File: config.mk
export PLATFORM = sky130hd
export DESIGN_NAME = id_ex_stage
export DESIGN_NICKNAME = d
export VERILOG_FILES = /design/src/rtl/id_ex_stage.sv
export SDC_FILE = /design/constraint.sdc
export NUM_CORES = 1
export LEC_CHECK = 0
export ABC_AREA = 1
export ABC_CLOCK_PERIOD_IN_PS = 2390
export BUFFER_PORTS_ARGS = -buffer_cell sky130_fd_sc_hd__buf_4
export CORE_MARGIN = 8
export CORE_UTILIZATION = 49
export DETAILED_ROUTE_END_ITERATION = 12
export PLACE_DENSITY = 0.86
export SKIP_CTS_REPAIR_TIMING = 1
export SLEW_MARGIN = 15
export SYNTH_ARGS = -nofsm -noshare
export SYNTH_HDL_FRONTEND = slang
export SYNTH_SLANG_ARGS = --single-unit
File: constraint.sdc
create_clock -name clk -period 2.39 [get_ports clk]
set_input_delay 0.239 -clock clk [delete_from_list [all_inputs] [get_ports clk]]
set_output_delay 0.239 -clock clk [all_outputs]
set_load 0.01 [all_outputs]
File: src/rtl/id_ex_stage.sv
// ID/EX pipeline register for the 16-bit MIPS pipeline: latches decoded operands/control,
// detects load-use hazards, and forwards EX/MEM and MEM/WB results into the ALU operands.
module id_ex_stage #(
    parameter int DATA_W = 16,
    parameter int REG_W  = 3,
    parameter int OP_W   = 3
) (
    input  logic              clk,
    input  logic              rst,
    input  logic              idValid,
    input  logic [REG_W-1:0]  idRs,
    input  logic [REG_W-1:0]  idRt,
    input  logic [REG_W-1:0]  idRd,
    input  logic [DATA_W-1:0] idRsData,
    input  logic [DATA_W-1:0] idRtData,
    input  logic [DATA_W-1:0] idImm,
    input  logic              idAluSrc,
    input  logic [OP_W-1:0]   idAluOp,
    input  logic              idMemRead,
    input  logic              idMemWrite,
    input  logic              idRegWrite,
    input  logic              idMemToReg,
    input  logic              flush,
    input  logic              exMemRegWrite,
    input  logic [REG_W-1:0]  exMemRd,
    input  logic [DATA_W-1:0] exMemAluResult,
    input  logic              memWbRegWrite,
    input  logic [REG_W-1:0]  memWbRd,
    input  logic [DATA_W-1:0] memWbData,
    output logic              stall,
    output logic              exValid,
    output logic [DATA_W-1:0] exA,
    output logic [DATA_W-1:0] exB,
    output logic [DATA_W-1:0] exStoreData,
    output logic [OP_W-1:0]   exAluOp,
    output logic [REG_W-1:0]  exRd,
    output logic              exMemRead,
    output logic              exMemWrite,
    output logic              exRegWrite,
    output logic              exMemToReg,
    output logic [1:0]        fwdA,
    output logic [1:0]        fwdB
);

    logic              r_valid;
    logic [REG_W-1:0]  r_rs;
    logic [REG_W-1:0]  r_rt;
    logic [REG_W-1:0]  r_rd;
    logic [DATA_W-1:0] r_rsData;
    logic [DATA_W-1:0] r_rtData;
    logic [DATA_W-1:0] r_imm;
    logic              r_aluSrc;
    logic [OP_W-1:0]   r_aluOp;
    logic              r_memRead;
    logic              r_memWrite;
    logic              r_regWrite;
    logic              r_memToReg;

    logic              w_rsHit;
    logic              w_rtHit;
    logic              w_stall;
    logic [1:0]        w_fwdA;
    logic [1:0]        w_fwdB;
    logic [DATA_W-1:0] w_rsFwd;
    logic [DATA_W-1:0] w_rtFwd;

    // rt only matters when it is actually read as a register: ALU B operand or store data.
    assign w_rsHit = (r_rd == idRs);
    assign w_rtHit = (r_rd == idRt) && (!idAluSrc || idMemWrite);
    assign w_stall = !rst && r_valid && r_memRead && idValid &&
                     (r_rd != '0) && (w_rsHit || w_rtHit);

    always_ff @(posedge clk) begin
        if (rst || flush || w_stall) begin
            // Reset and bubble share one clear path; every field zeroes for determinism.
            r_valid    <= 1'b0;
            r_rs       <= '0;
            r_rt       <= '0;
            r_rd       <= '0;
            r_rsData   <= '0;
            r_rtData   <= '0;
            r_imm      <= '0;
            r_aluSrc   <= 1'b0;
            r_aluOp    <= '0;
            r_memRead  <= 1'b0;
            r_memWrite <= 1'b0;
            r_regWrite <= 1'b0;
            r_memToReg <= 1'b0;
        end else begin
            r_valid    <= idValid;
            r_rs       <= idRs;
            r_rt       <= idRt;
            r_rd       <= idRd;
            r_rsData   <= idRsData;
            r_rtData   <= idRtData;
            r_imm      <= idImm;
            r_aluSrc   <= idAluSrc;
            r_aluOp    <= idAluOp;
            r_memRead  <= idMemRead;
            r_memWrite <= idMemWrite;
            r_regWrite <= idRegWrite;
            r_memToReg <= idMemToReg;
        end
    end

    // EX/MEM is younger than MEM/WB, so it wins when both target the same register.
    always_comb begin
        w_fwdA = 2'b00;
        if (exMemRegWrite && (exMemRd != '0) && (exMemRd == r_rs))
            w_fwdA = 2'b10;
        else if (memWbRegWrite && (memWbRd != '0) && (memWbRd == r_rs))
            w_fwdA = 2'b01;
    end

    always_comb begin
        w_fwdB = 2'b00;
        if (exMemRegWrite && (exMemRd != '0) && (exMemRd == r_rt))
            w_fwdB = 2'b10;
        else if (memWbRegWrite && (memWbRd != '0) && (memWbRd == r_rt))
            w_fwdB = 2'b01;
    end

    always_comb begin
        case (w_fwdA)
            2'b10:   w_rsFwd = exMemAluResult;
            2'b01:   w_rsFwd = memWbData;
            default: w_rsFwd = r_rsData;
        endcase
        case (w_fwdB)
            2'b10:   w_rtFwd = exMemAluResult;
            2'b01:   w_rtFwd = memWbData;
            default: w_rtFwd = r_rtData;
        endcase
    end

    assign stall       = w_stall;
    assign exValid     = r_valid;
    assign exA         = w_rsFwd;
    assign exB         = r_aluSrc ? r_imm : w_rtFwd;
    assign exStoreData = w_rtFwd;
    assign exAluOp     = r_aluOp;
    assign exRd        = r_rd;
    assign exMemRead   = r_memRead;
    assign exMemWrite  = r_memWrite;
    assign exRegWrite  = r_regWrite;
    assign exMemToReg  = r_memToReg;
    assign fwdA        = w_fwdA;
    assign fwdB        = w_fwdB;

endmodule

==> results of run 1 <==
==> metal layers <==
metal	wire [µm]	vias up	part of all wire, %	track usage, %
met5	0	-	0	0
met1	3850	1535	37	23.2
met3	1160	21	11	7.75
met2	5260	164	50	37.4
li1	-	1739	-	-
met4	261	0	2.5	8.51
==> Yosys cell counts, drive strengths merged <==
cell	instances
clkbuf	2
xnor2	8
nor3	1
nand3	68
xor2	4
o21ai	1
nand2	144
nor4	1
buf	17
nand3b	1
dfxtp	66
nor2	79
inv	84
==> critical path, delay by kind of cell, from the launching register on <==
| kind | cells | cell delay [ns] |
|---|---|---|
| simple gates | 8 | 0.87 |
| buf+inv | 3 | 0.40 |
| flops | 1 | 0.35 |
==> cell type report <==
type | instances | share of cell area [%]
Clock buffer | 10 | 2.95
Sequential cell | 66 | 28.3
Inverter | 84 | 6.87
Timing Repair Buffer | 174 | 28.3
Clock inverter | 5 | 0.671
Tap cell | 77 | 2.07
Multi-Input combinational cell | 307 | 30.8
==> cell families (layout without fill, tap and decap cells) <==
family	count (synthesis)	count (layout)	synth area share (%)
AOI/OAI and AO/OA	1	1	0.154
xor gates and xnor gates	12	12	3.24
buffers and inverters	103	273	15.0
DFF	66	66	40.8
and+or+nand+nor	294	294	40.8
==> through the flow <==
| stage | instance area [µm²] | hold WS [ns] |
|---|---|---|
| floorplan | 3240 | 0.351 |
| global placement | 4490 | 0.451 |
| detailed placement | 4490 | 0.458 |
| CTS | 4660 | 0.110 |
| global route | 4660 | 0.103 |
| finish | 4660 | 0.118 |
==> cell usage in the layout, fill, tap and decap left out, types with 2 or more instances in the layout <==
cell and instances:
xor2_1 4, clkinv_2 3, nand2_2 2, nand2_1 141, xnor2_1 8, nor2_4 2
buf_4 173, nor2_2 12, nand3_2 12, dfxtp_1 66, clkbuf_8 10, nand3_1 56
inv_2 3, inv_1 80, nor2_1 65
==> registers in the layout (all words and copies together), names as in the netlist <==
name and flops:
exRegWrite 1, exMemRead 1, r_imm 16, r_rs 3, r_rt 3, r_rsData 16, r_rtData 16, exMemWrite 1
r_aluSrc 1, exValid 1, exMemToReg 1, exRd 3, exAluOp 3
==> final timing paths <==
kind	from	end	slack, ns	cells after the start
hold reg to reg	exMemRead	exRd[2]	0.90	6
hold / removal	idImm[6]	r_imm[6]	0.12	3
setup reg to reg	exRd[0]	r_rtData[1]	0.89	7
setup / recovery	r_rt[0]	exB[1]	0.20	11
==> where the power goes <==
group	internal, µW	switching (µW)
clock	395	407
combinational	281	278
sequential	1140	17.6
==> flow_summary_export.csv, run 1 <==
group,metric,value,unit
grt,grt_start_max_net_pins,67,
sta,final.setup.tns,0,ns
worst_setup_path,critPathRequiredTime,2.15,ns
sta,max_freq,457,MHz
worst_setup_path,worstSetupEndpointType,"output pin",
cells_and_area,n_fill_cell,523,
floorplan,core-area,6390,µm²
placed_design,portBuffers,172,
logic_synthesis,synth_seq_area_share,40.8,%
power,ir_drop,445,µV
worst_setup_path,cpMaxStageDelayCell,"dfxtp_1",
clock_network,numClockSinks,66,
clock_network,worst_skew_pair.late_latency,0.33,ns
cells_and_area,drive_gt1_share,34.5,%
sta,slew_viol_final,0,
logic_synthesis,synth_top_area_share,40.8,%
logic_synthesis,netlist_top_cells_area,"dfxtp_1 (41%), nand2_1 (16%), inv_1 (9.3%)",
detailed_routing,first_pass_iters,4,
cells_and_area,nets,751,
floorplan,die_area,9470,µm²
sta,period_minus_slack,2.19,ns
sta,final_hold_viol_count,0,
logic_synthesis,synth_cell_types,22,
logic_synthesis,netlist_instances,476,
detailed_routing,routed_via_density,4.78,
run,drv_cap,0,
floorplan,initial_utilization,50.7,%
detailed_routing,drcViolationCount,0,
sta,skew,0.00775,ns
grt,grt_pass1_wl,16900,µm
detailed_routing,drt-total-wl,10500,µm
logic_synthesis,yosysTopAreaCell,"dfxtp_1",
worst_setup_path,setup.worst_path.start_class,"flop",
sta,finalCritPeriodShare,91.7,%
detailed_routing,ant_nets,0,
worst_setup_path,slowest_delay,0.35,ns
grt,overflow,0,
cells_and_area,multi_input_area,1440,µm²
power,p_leak,0.00271,µW
worst_setup_path,path_max_fanout,33,
clock_network,cts_tree,"built",
run_status,run_status,"finished, final reports clean",
clock_network,cts_root_buf,"clkbuf_8",
grt,antenna_found_initial,0,
logic_synthesis,syn_area,3240,µm²
floorplan,boundaryPins,173,
placed_design,placed_cells,708,
clock_network,clockBufferDepth,2,
hold_path,hold_class,"input pin to flop",
logic_synthesis,ys_ff_latch,66,
cells_and_area,finalNonFillerCells,723,
sta,grt_setup_unrepaired,"false",
floorplan,fp.dieW,97.3,µm
detailed_routing,drt_iter0_markers,215,
floorplan,die_h,97.3,µm
sta,layout_setup_ws,0.199,ns
sta,maxSlewHeadroom,68.7,%
placed_design,gp_congestion,0.954,
detailed_routing,routedWlPerCell,14.6,µm
clock_network,cts_max_level,3,
worst_setup_path,worstPathArrival,1.95,ns
grt,grt_pass1_vias,3503,
logic_synthesis,synth_nets,585,
power,power.total,2520,µW
detailed_routing,vias,3459,
placed_design,hpwl,8570,µm
cells_and_area,seq_area,1320,µm²
clock_network,cts_made_buffers,9,
sta,finalSetupViolations,0,
worst_setup_path,worstSetupPathType,"flop to output pin",
logic_synthesis,synth_area_per_cell,6.81,µm²
cells_and_area,syn2layout_area_growth,43.9,%
worst_setup_path,crit_path_frequent_cell,"nand2_1",
grt,grt_usage,21.5,%
floorplan,rows,29,
cells_and_area,post-route-util,73.0,%
power,power_density,541,nW/µm²
placed_design,dp_slack,0.553,ns
clock_network,clk_pin_slew,0.07,ns
logic_synthesis,ys_warn_count,0,
cells_and_area,antenna_cells,0,
sta,tightest_slew,0.468,ns
worst_setup_path,cp_cell_sequence,"inv_1 -> nand2_1 -> nand2_1 -> nor2_2 -> nand2_4 -> inv_6 -> nand2_1 -> nand3_1 -> nand2_1 -> nand2_1 -> buf_4",
Power figures use the tool's default switching activity.
==> inputs of run 2 (changes only) <==
- ABC_CLOCK_PERIOD_IN_PS: 2390 -> 2100
- CORE_UTILIZATION: 49 -> 45
- GPL_ROUTABILITY_DRIVEN: not set -> 1
- PLACE_DENSITY: 0.86 -> 0.8
- clock period: 2.39 -> 2.1 ns (I/O delays scaled with it)
==> flow_summary_export.csv, run 2 (same netlist as run 1, synthesis figures left out) <==
group,metric,value,unit
detailed_routing,drcViolationCount,0,
sta,skew,0.00764,ns
cells_and_area,n_fill_cell,651,
sta,finalCritPeriodShare,94.8,%
detailed_routing,drt-total-wl,11000,µm
cells_and_area,top_regs,"r_imm: 16 flops, r_rsData: 16 flops, r_rtData: 16 flops",
clock_network,worst_skew_pair.late_latency,0.33,ns
floorplan,boundaryPins,173,
run,drv_cap,0,
placed_design,placed_cell_area,4520,µm²
cells_and_area,antenna_cells,0,
floorplan,die_h,101,µm
floorplan,die_area,10200,µm²
cells_and_area,syn2layout_area_growth,53.8,%
floorplan,rows,31,
cells_and_area,drive_gt1_share,36.9,%
power,power.total,3440,µW
floorplan,core-area,7100,µm²
cells_and_area,final_common_cell,"buf_4",
clock_network,numClockSinks,66,
clock_network,cts_tree,"built",
detailed_routing,drt_iter0_markers,175,
power,p_leak,0.00285,µW
grt,grt_pass1_wl,16500,µm
worst_setup_path,setup.worst_path.start_class,"flop",
placed_design,hpwl,8490,µm
clock_network,clk_pin_slew,0.07,ns
grt,grt_start_max_net_pins,38,
sta,final.setup.tns,0,ns
detailed_routing,ant_nets,0,
detailed_routing,vias,3433,
floorplan,fp.dieW,101,µm
clock_network,cts_made_buffers,9,
grt,grt_usage,20.8,%
cells_and_area,finalNonFillerCells,757,
run_status,run_status,"finished, final reports clean",
hold_path,hold_class,"input pin to flop",
sta,period_minus_slack,1.99,ns
cells_and_area,final_cell_mix,"buf_4 (179), nand2_1 (140), inv_1 (80)",
worst_setup_path,worstPathArrival,1.78,ns
clock_network,cts_root_buf,"clkbuf_8",
detailed_routing,routedWlPerCell,14.5,µm
placed_design,gp_congestion,0.916,
sta,slew_viol_final,0,
detailed_routing,first_pass_iters,4,
detailed_routing,routed_via_density,4.54,
clock_network,cts_max_level,3,
worst_setup_path,path_max_fanout,18,
worst_setup_path,critPathRequiredTime,1.89,ns
sta,tightest_slew,0.469,ns
sta,maxSlewHeadroom,68.7,%
power,power_density,690,nW/µm²
cells_and_area,post-route-util,70.2,%
grt,antenna_found_initial,0,
sta,finalSetupViolations,0,
sta,final_hold_viol_count,0,
placed_design,placed_cells,731,
power,ir_drop,517,µV
floorplan,initial_utilization,45.7,%
placed_design,portBuffers,172,
grt,overflow,0,
worst_setup_path,worstSetupEndpointType,"output pin",
worst_setup_path,worstSetupPathType,"flop to output pin",
cells_and_area,nets,762,
grt,grt_pass1_vias,3408,
sta,max_freq,502,MHz
clock_network,clockBufferDepth,2,
cells_and_area,fin_area,4980,µm²
-- run 2: critical path: stages (launching register included) --
cell and delay, ns:
dfxtp_2 0.34, inv_2 0.06, nand2_1 0.05, nand2_1 0.12, nor2_4 0.05, buf_4 0.16
nand2_8 0.10, clkinv_8 0.09, nand2_1 0.09, nand3_2 0.12, nand2_1 0.08, nand2_1 0.06
buf_4 0.14
-- run 2: final cells by class --
| cell class | count | area [µm²] | area share [%] |
|---|---|---|---|
| clock buffers | 10 | 138 | 2.76 |
| clock inverters | 6 | 138 | 2.76 |
| inverters | 84 | 333 | 6.68 |
| multi-input cells | 310 | 1520 | 30.6 |
| flip-flops and latches | 66 | 1330 | 26.6 |
| well taps | 99 | 124 | 2.49 |
| repair buffers | 182 | 1400 | 28.2 |
-- run 2: final timing paths --
check	startpoint	slack (ns)	depth (start not counted)	to
hold reg to reg	exValid	0.92	6	exRd[1]
setup reg to reg	exRd[2]	0.55	7	r_rtData[0]
hold / removal	idImm[5]	0.09	3	r_imm[5]
setup / recovery	r_rt[1]	0.11	12	exB[1]
-- run 2: power breakdown --
part | total (µW) | internal (µW) | switching, µW | leakage (µW)
clock network | 1440 | 945 | 494 | 0.000137
logic | 679 | 341 | 338 | 0.00217
registers | 1320 | 1300 | 19.2 | 0.000543
-- run 2: routing by layer --
| layer | GRT usage [%] | share of wire (%) |
|---|---|---|
| met4 | 7.21 | 1.8 |
| met1 | 23.2 | 37 |
| met3 | 8.70 | 11 |
| met2 | 34.4 | 50 |
| met5 | 0 | 0 |
-- run 2: stage by stage --
| stage | setup WS, ns | hold slack (ns) |
|---|---|---|
| floorplan | 0.641 | 0.322 |
| global route | -0.0211 | 0.0690 |
| detailed placement | 0.292 | 0.430 |
| CTS | -0.0856 | 0.0731 |
| global placement | 0.342 | 0.421 |
| finish | 0.110 | 0.0855 |
